==> config.mk <==
export PLATFORM = sky130hd
export DESIGN_NAME = tap_accumulator
export DESIGN_NICKNAME = d
export VERILOG_FILES = /design/src/rtl/equalizer_pkg.sv /design/src/rtl/tap_accumulator.sv
export SDC_FILE = /design/constraint.sdc
export NUM_CORES = 1
export LEC_CHECK = 0
export ABC_AREA = 1
export ABC_CLOCK_PERIOD_IN_PS = 2100
export CAP_MARGIN = 20
export CORE_MARGIN = 1.5
export CORE_UTILIZATION = 51
export DETAILED_ROUTE_END_ITERATION = 12
export PLACE_DENSITY = 0.78
export SYNTH_ARGS = -nofsm -noshare
export SYNTH_HDL_FRONTEND = slang
export SYNTH_SLANG_ARGS = --single-unit
==> constraint.sdc <==
create_clock -name clk -period 2.1 [get_ports clk]
set_input_delay 0.315 -clock clk [delete_from_list [all_inputs] [get_ports clk]]
set_output_delay 0.315 -clock clk [all_outputs]
set_load 0.05 [all_outputs]
==> src/rtl/equalizer_pkg.sv <==
// Shared definitions for the equalizer datapath blocks.
//   - FSM state encoding for tap_accumulator (ACCUM=0, OUT=1)
//   - acc_width(): accumulator width for TAPS products of two N-bit operands
package equalizer_pkg;

  localparam logic [0:0] ST_ACCUM = 1'b0;
  localparam logic [0:0] ST_OUT   = 1'b1;

  // Each product needs 2*n bits. Summing taps of them needs clog2(taps)
  // extra bits so that taps*(2^n-1)^2 cannot overflow.
  function automatic int acc_width(input int n, input int taps);
    return 2 * n + $clog2(taps);
  endfunction

endpackage

==> src/rtl/tap_accumulator.sv <==
// tap_accumulator: sums TAPS unsigned products from an external multiplier
// into one output sample, with valid/ready handshakes on both sides.
//
// Ports
//   clk        : clock, all state updates on the rising edge
//   rst        : synchronous active-high reset
//   in_valid   : upstream product is valid
//   in_product : unsigned 2*N-bit product
//   in_ready   : block accepts a product this cycle (state ACCUM)
//   tap_idx    : index of the next tap expected, selects sample/coef upstream
//   out_valid  : out_sum holds a completed sample (state OUT)
//   out_sum    : sum of TAPS products, ACC_W bits
//   out_ready  : downstream accepts out_sum
module tap_accumulator
  import equalizer_pkg::*;
#(
  parameter  int N     = 4,
  parameter  int TAPS  = 8,
  localparam int ACC_W = acc_width(N, TAPS),
  localparam int IDX_W = $clog2(TAPS)
) (
  input  logic               clk,
  input  logic               rst,
  input  logic               in_valid,
  input  logic [2*N-1:0]     in_product,
  output logic               in_ready,
  output logic [IDX_W-1:0]   tap_idx,
  output logic               out_valid,
  output logic [ACC_W-1:0]   out_sum,
  input  logic               out_ready
);

  localparam logic [IDX_W-1:0] LAST_TAP = IDX_W'(TAPS - 1);

  logic [0:0]       state_q, state_d;
  logic [ACC_W-1:0] acc_q,   acc_d;
  logic [IDX_W-1:0] idx_q,   idx_d;
  logic [ACC_W-1:0] sum_q,   sum_d;

  logic             accept;
  logic [ACC_W-1:0] prod_ext;

  // Handshake outputs decode registered state only, so neither in_valid nor
  // out_ready has a combinational path to in_ready/out_valid.
  assign in_ready  = (state_q == ST_ACCUM);
  assign out_valid = (state_q == ST_OUT);
  assign tap_idx   = idx_q;
  assign out_sum   = sum_q;

  assign accept   = in_valid && in_ready;
  assign prod_ext = ACC_W'(in_product);

  always_comb begin
    state_d = state_q;
    acc_d   = acc_q;
    idx_d   = idx_q;
    sum_d   = sum_q;

    if (accept) begin
      if (idx_q == LAST_TAP) begin
        // Last product goes straight into out_sum so the accumulator can be
        // cleared in the same cycle, ready for the next frame.
        sum_d   = acc_q + prod_ext;
        acc_d   = '0;
        idx_d   = '0;
        state_d = ST_OUT;
      end else begin
        acc_d = acc_q + prod_ext;
        idx_d = idx_q + 1'b1;
      end
    end

    if (state_q == ST_OUT && out_ready) begin
      state_d = ST_ACCUM;
    end
  end

  always_ff @(posedge clk) begin
    if (rst) begin
      state_q <= ST_ACCUM;
      acc_q   <= '0;
      idx_q   <= '0;
      sum_q   <= '0;
    end else begin
      state_q <= state_d;
      acc_q   <= acc_d;
      idx_q   <= idx_d;
      sum_q   <= sum_d;
    end
  end

endmodule

Word-level counts from Yosys, hierarchy flattened
Cells that the tools add are included.
{ "totals": {"regBits": 26, "latchBits": 0, "mem_bits_rw": 0, "mem_bits_ro": 0, "input_bits": 12, "out_inout_bits": 16, "elab_cells": 14, "mem_count": 0} }
{ "op_classes": {"n_addsub": 2, "mul": 0, "div": 0, "magnitude_cmp": 0, "n_eq_ne": 1, "shifts": 0, "muxes": 2, "n_bitwise": 1, "reduce_logical": 4} }
{ "ops": {"columns": ["op", "n"], "rows": [
  ["$add A11 B8 Y11", 1],
  ["$mux W11", 1],
  ["$add A3 B1 Y3 const B", 1],
  ["$eq A3 B3 Y1 const B", 1],
  ["$mux W3", 1],
  ["$logic_and A1 B1 Y1", 2],
  ["$reduce_and A2 Y1", 1],
  ["$reduce_or A2 Y1", 1],
  ["$not A1 Y1", 1]
]} }

Longest topological paths before layout
Gate-level depths: netlist of the first run.
{ "logic_depth": {"word_depth": 3, "mapped_depth": 13, "ltp_nobuf": 13} }

Least setup slack after synthesis of the first run
No wires, ideal clock.
{ "synth_timing": {"path_kind": "reg-to-reg", "startpoint": "reg state_q, in the netlist out_valid", "endpoint": "reg state_q, in the netlist out_valid", "setup_ps": 146, "arrival_time_ps": 1565, "setup_slack_ps": 389, "stages_incl_launch_ff": 9, "n_path_buf": 1, "synth_period_minus_slack_ps": 1711, "cell_sequence": "dfxtp_1 inv_2 nand2_2 inv_2 nand2_4 inv_4 buf_6 o21ai_0 a21oi_1"} }
{ "synth_between": {"elab_chain_cells": 3, "word_cells_on_any_way": 5} }
{ "synth_lines": {"columns": ["item", "line_no", "source"], "rows": [
  ["from (decl)", "tap_accumulator.sv:35", "logic [0:0] state_q, state_d;"],
  ["from (signal assigned)", "tap_accumulator.sv:85", "state_q <= state_d;"],
  ["$not A1 Y1", "tap_accumulator.sv:45", "assign in_ready = (state_q == ST_ACCUM);"],
  ["net in_ready", "tap_accumulator.sv:26", "output logic in_ready,"],
  ["$logic_and A1 B1 Y1", "tap_accumulator.sv:50", "assign accept = in_valid && in_ready;"],
  ["$reduce_and A2 Y1 (no source line)", null, null]
]} }
The timed path passes the listed nets, and every way through them passes these cells.
A chain may end at the register's enable or synchronous reset.

Final worst setup path of the first run
{ "layout_timing": {"startpoint": "reg state_q, in the netlist out_valid", "endpoint": "out out_valid"} }
{ "layout_rtl": {"columns": ["item", "line_no", "source"], "rows": [
  ["to (decl)", "tap_accumulator.sv:28", "output logic out_valid,"]
]} }
No word-level cell between the ends.

==> results of run 1 <==
per-stage QoR:
step	total power, mW	TNS [ns]	std cells	hold WS, ns	cell area [um2]
after floorplan	0.763	0	217	0.384	1510
after global placement	0.853	-0.0761	277	0.459	1840
after detailed placement	0.856	-0.277	277	0.463	1840
after CTS	1.21	0	281	0.483	1890
after global routing	1.27	0	281	0.498	1890
final	1.21	0	281	0.480	1890
layer usage:
| layer | GRT usage | wire [um] |
|---|---|---|
| met1 | 0.296 | 1600 |
| met2 | 0.360 | 1510 |
| met3 | 0.0340 | 131 |
| met4 | 0.0897 | 48 |
| met5 | 0 | 0 |
layout by cell type, fill, tap and decap left out:
cell type / synthesis / routed
inv_2: 2 / 2
clkbuf_4: 0 / 3
nor2_1: 15 / 15
a21boi_0: 1 / 1
nand2_2: 2 / 2
nand3b_1: 2 / 2
a21oi_1: 15 / 15
nand2_1: 72 / 72
a21oi_2: 2 / 2
clkdlybuf4s50_1: 0 / 27
fa_1: 1 / 1
o211a_1: 1 / 1
inv_1: 26 / 26
xnor2_1: 1 / 1
buf_4: 0 / 7
a21o_1: 1 / 1
o21ai_0: 7 / 7
bufinv_16: 0 / 1
ha_1: 10 / 10
inv_4: 1 / 1
o21bai_1: 3 / 3
dfxtp_1: 26 / 26
o211ai_1: 1 / 1
nand3_1: 13 / 13
nand4_1: 2 / 2
o21bai_4: 1 / 1
nand2_4: 1 / 1
o21a_1: 4 / 4
xor2_1: 2 / 2
cell type report:
class,instances,area share
timing repair buffer,34,0.171
clock buffer,3,0.0119
clock inverter,1,0.0159
inverter,29,0.0589
tap,31,0.0205
multi-input combinational,157,0.447
sequential,26,0.275
worst paths after layout:
check / start / to
worst min-delay path: out_sum[2]$_SDFFE_PP0P_ / out_sum[2]$_SDFFE_PP0P_
worst max-delay path: out_valid$_SDFFE_PP0P_ / out_valid
worst min register to register: out_sum[2]$_SDFFE_PP0P_ / out_sum[2]$_SDFFE_PP0P_
worst max register to register: acc_q[0]$_SDFFE_PP0P_ / out_sum[6]$_SDFFE_PP0P_
state kept, by name, summed over array words and instances (netlist names):
| register | cells |
|---|---|
| acc_q | 11 |
| out_sum | 11 |
| tap_idx | 3 |
| out_valid | 1 |
power breakdown:
part	internal [mW]	total, mW	switching, mW
clock network	0.193	0.359	0.166
logic	0.125	0.311	0.186
registers	0.519	0.536	0.0171
kinds of logic after synthesis:
group	Yosys count
AO/OA/AOI/OAI	36
XOR/XNOR	3
adder cells (fa/ha/maj)	11
buffers and inverters	34
flip-flops	26
AND/OR/NAND/NOR	107
==> impl_metrics.csv, run 1 <==
group,metric,value,unit
floorplanning,die_x,57.4,um
logic_synthesis,synth_edf_count,0,
setup_path,worstPathBufferInverterCount,1,
route,firstDrtPassIters,4,
place,dp_hpwl,2.47,mm
setup_path,cpMaxStageDelayCell,"clkdlybuf4s50_1",
place,portBuffers,27,
route,wl_per_cell,11.7,um
clocking,clk_latency,0.34,ns
finish,drive_above_1_share,0.0800,
setup_path,slowest_delay,0.82,ns
route,drc_errors,0,
timing,report.final.slew_viol_count,0,
setup_path,arrival,1.56,ns
timing,setup_slack,0.221,ns
global_routing,grt_max_degree,20,
pwr,ir_drop,0.000492,V
floorplanning,dieArea,3290,um2
logic_synthesis,netlist_area,1510,um2
floorplanning,start_util,0.542,
global_routing,grt_pass1_wl,5.58,mm
clocking,cts_hold_buf,0,
logic_synthesis,async_flop_share,0,
clocking,numClockSinks,26,
logic_synthesis,avgSynthCellArea,6.94,um2
logic_synthesis,ys_seq_area_frac,0.346,
setup_path,crit_chain,"clkdlybuf4s50_1",
logic_synthesis,syn_inst,217,
finish,multi_input_area,846,um2
logic_synthesis,synth_top_area_frac,0.346,
logic_synthesis,synthAdderAreaFrac,0.0963,
logic_synthesis,ys.flop_type,"dfxtp_1",
floorplanning,rows,19,
job,cap_viol_max_count,0,
logic_synthesis,syn_nets,240,
min_path,hold_depth,2,
setup_path,cp.depth,1,
setup_path,crit_family,"buffers and inverters",
route,vias,1416,
logic_synthesis,synth_compound_area_frac,0.154,
setup_path,cp-start-kind,"flop",
setup_path,cp_max_fo,4,
timing,period_needed,1.88,ns
finish,nNetsFinal,274,
floorplanning,die_h,57.4,um
timing,fin_crit_sh,0.895,
clocking,postCtsSetupBuffers,0,
pwr,power.density,637,nW/um2
route,drt_iter0_drc,43,
clocking,ctsHtreeMaxLevel,1,
timing,rsz0062_at_grt,"false",
timing,finalHoldViolations,0,
finish,utilization,0.680,
min_path,hold_path.class,"flop to flop",
clocking,path_clk_slew,0.15,ns
logic_synthesis,synth_common_cells,"nand2_1 (72), dfxtp_1 (26), inv_1 (26), a21oi_1 (15), nor2_1 (15)",
setup_path,critPathRequiredTime,1.78,ns
timing,tightest_slew,0.506,ns
global_routing,grtUsageTotal,0.223,
finish,area.sequential,520,um2
clocking,cts_buffer_depth,2,
route,via_per_inst,5.04,
clocking,root_buffer,"clkbuf_4",
setup_path,worst-r2r-setup-slack,0.36,ns
clocking,cts_tree,"done",
global_routing,grt.overflow.total,0,
timing,slew_headroom,0.662,
setup_path,crit_type,"flop to output pin",
finish,fillers,242,
logic_synthesis,yosysWarnings,0,
timing,setup_viol,0,
global_routing,antenna_found_initial,0,
floorplanning,num_io_pins,28,
run_status,status,"finished clean",
clocking,ctsResizeCount,0,
pwr,power_leakage,0.935,nW
global_routing,grt_pass1_vias,1292,
logic_synthesis,synth_mux_area_frac,0,
route,wirelength,3.29,mm
floorplanning,fp.coreArea,2780,um2
setup_path,endpoint_kind,"output pin",
route,postRouteAntennaNets,0,
logic_synthesis,synth_xor_area_frac,0.0174,
finish,antennaDiodeCount,0,
setup_path,rr_worst_depth,13,
logic_synthesis,yosysMostFrequentCell,"nand2_1",
finish,area_growth,25.6,%
logic_synthesis,synth.largest_area_cell,"dfxtp_1",
place,gp_congestion,0.907,
timing,final.setup_skew,0.00328,ns
logic_synthesis,synth_top_family_by_area,"simple AND/OR/NAND/NOR gates",
place,place_ws,-0.101,ns
logic_synthesis,ys_seq_elements,26,
logic_synthesis,yosysUniqueCellTypes,28,
timing,fmax,532,MHz
logic_synthesis,netlist_top_cells_area,"dfxtp_1 (35%), nand2_1 (18%), ha_1 (8.3%)",
clocking,cts_made_buffers,3,
logic_synthesis,synthSimpleGateAreaFrac,0.294,
Note: power is estimated with default switching activity, not from simulation.
==> run 2, diff against run 1 <==
--- a/config.mk
+++ b/config.mk
@@ -10,7 +10,9 @@
 export CAP_MARGIN = 20
 export CORE_MARGIN = 1.5
 export CORE_UTILIZATION = 51
+export CTS_CLUSTER_DIAMETER = 60
 export DETAILED_ROUTE_END_ITERATION = 12
+export HOLD_SLACK_MARGIN = 0.12
 export PLACE_DENSITY = 0.78
 export SYNTH_ARGS = -nofsm -noshare
 export SYNTH_HDL_FRONTEND = slang
==> results of run 2 <==
Final layout, timing and power as in run 1 (identical DEF).
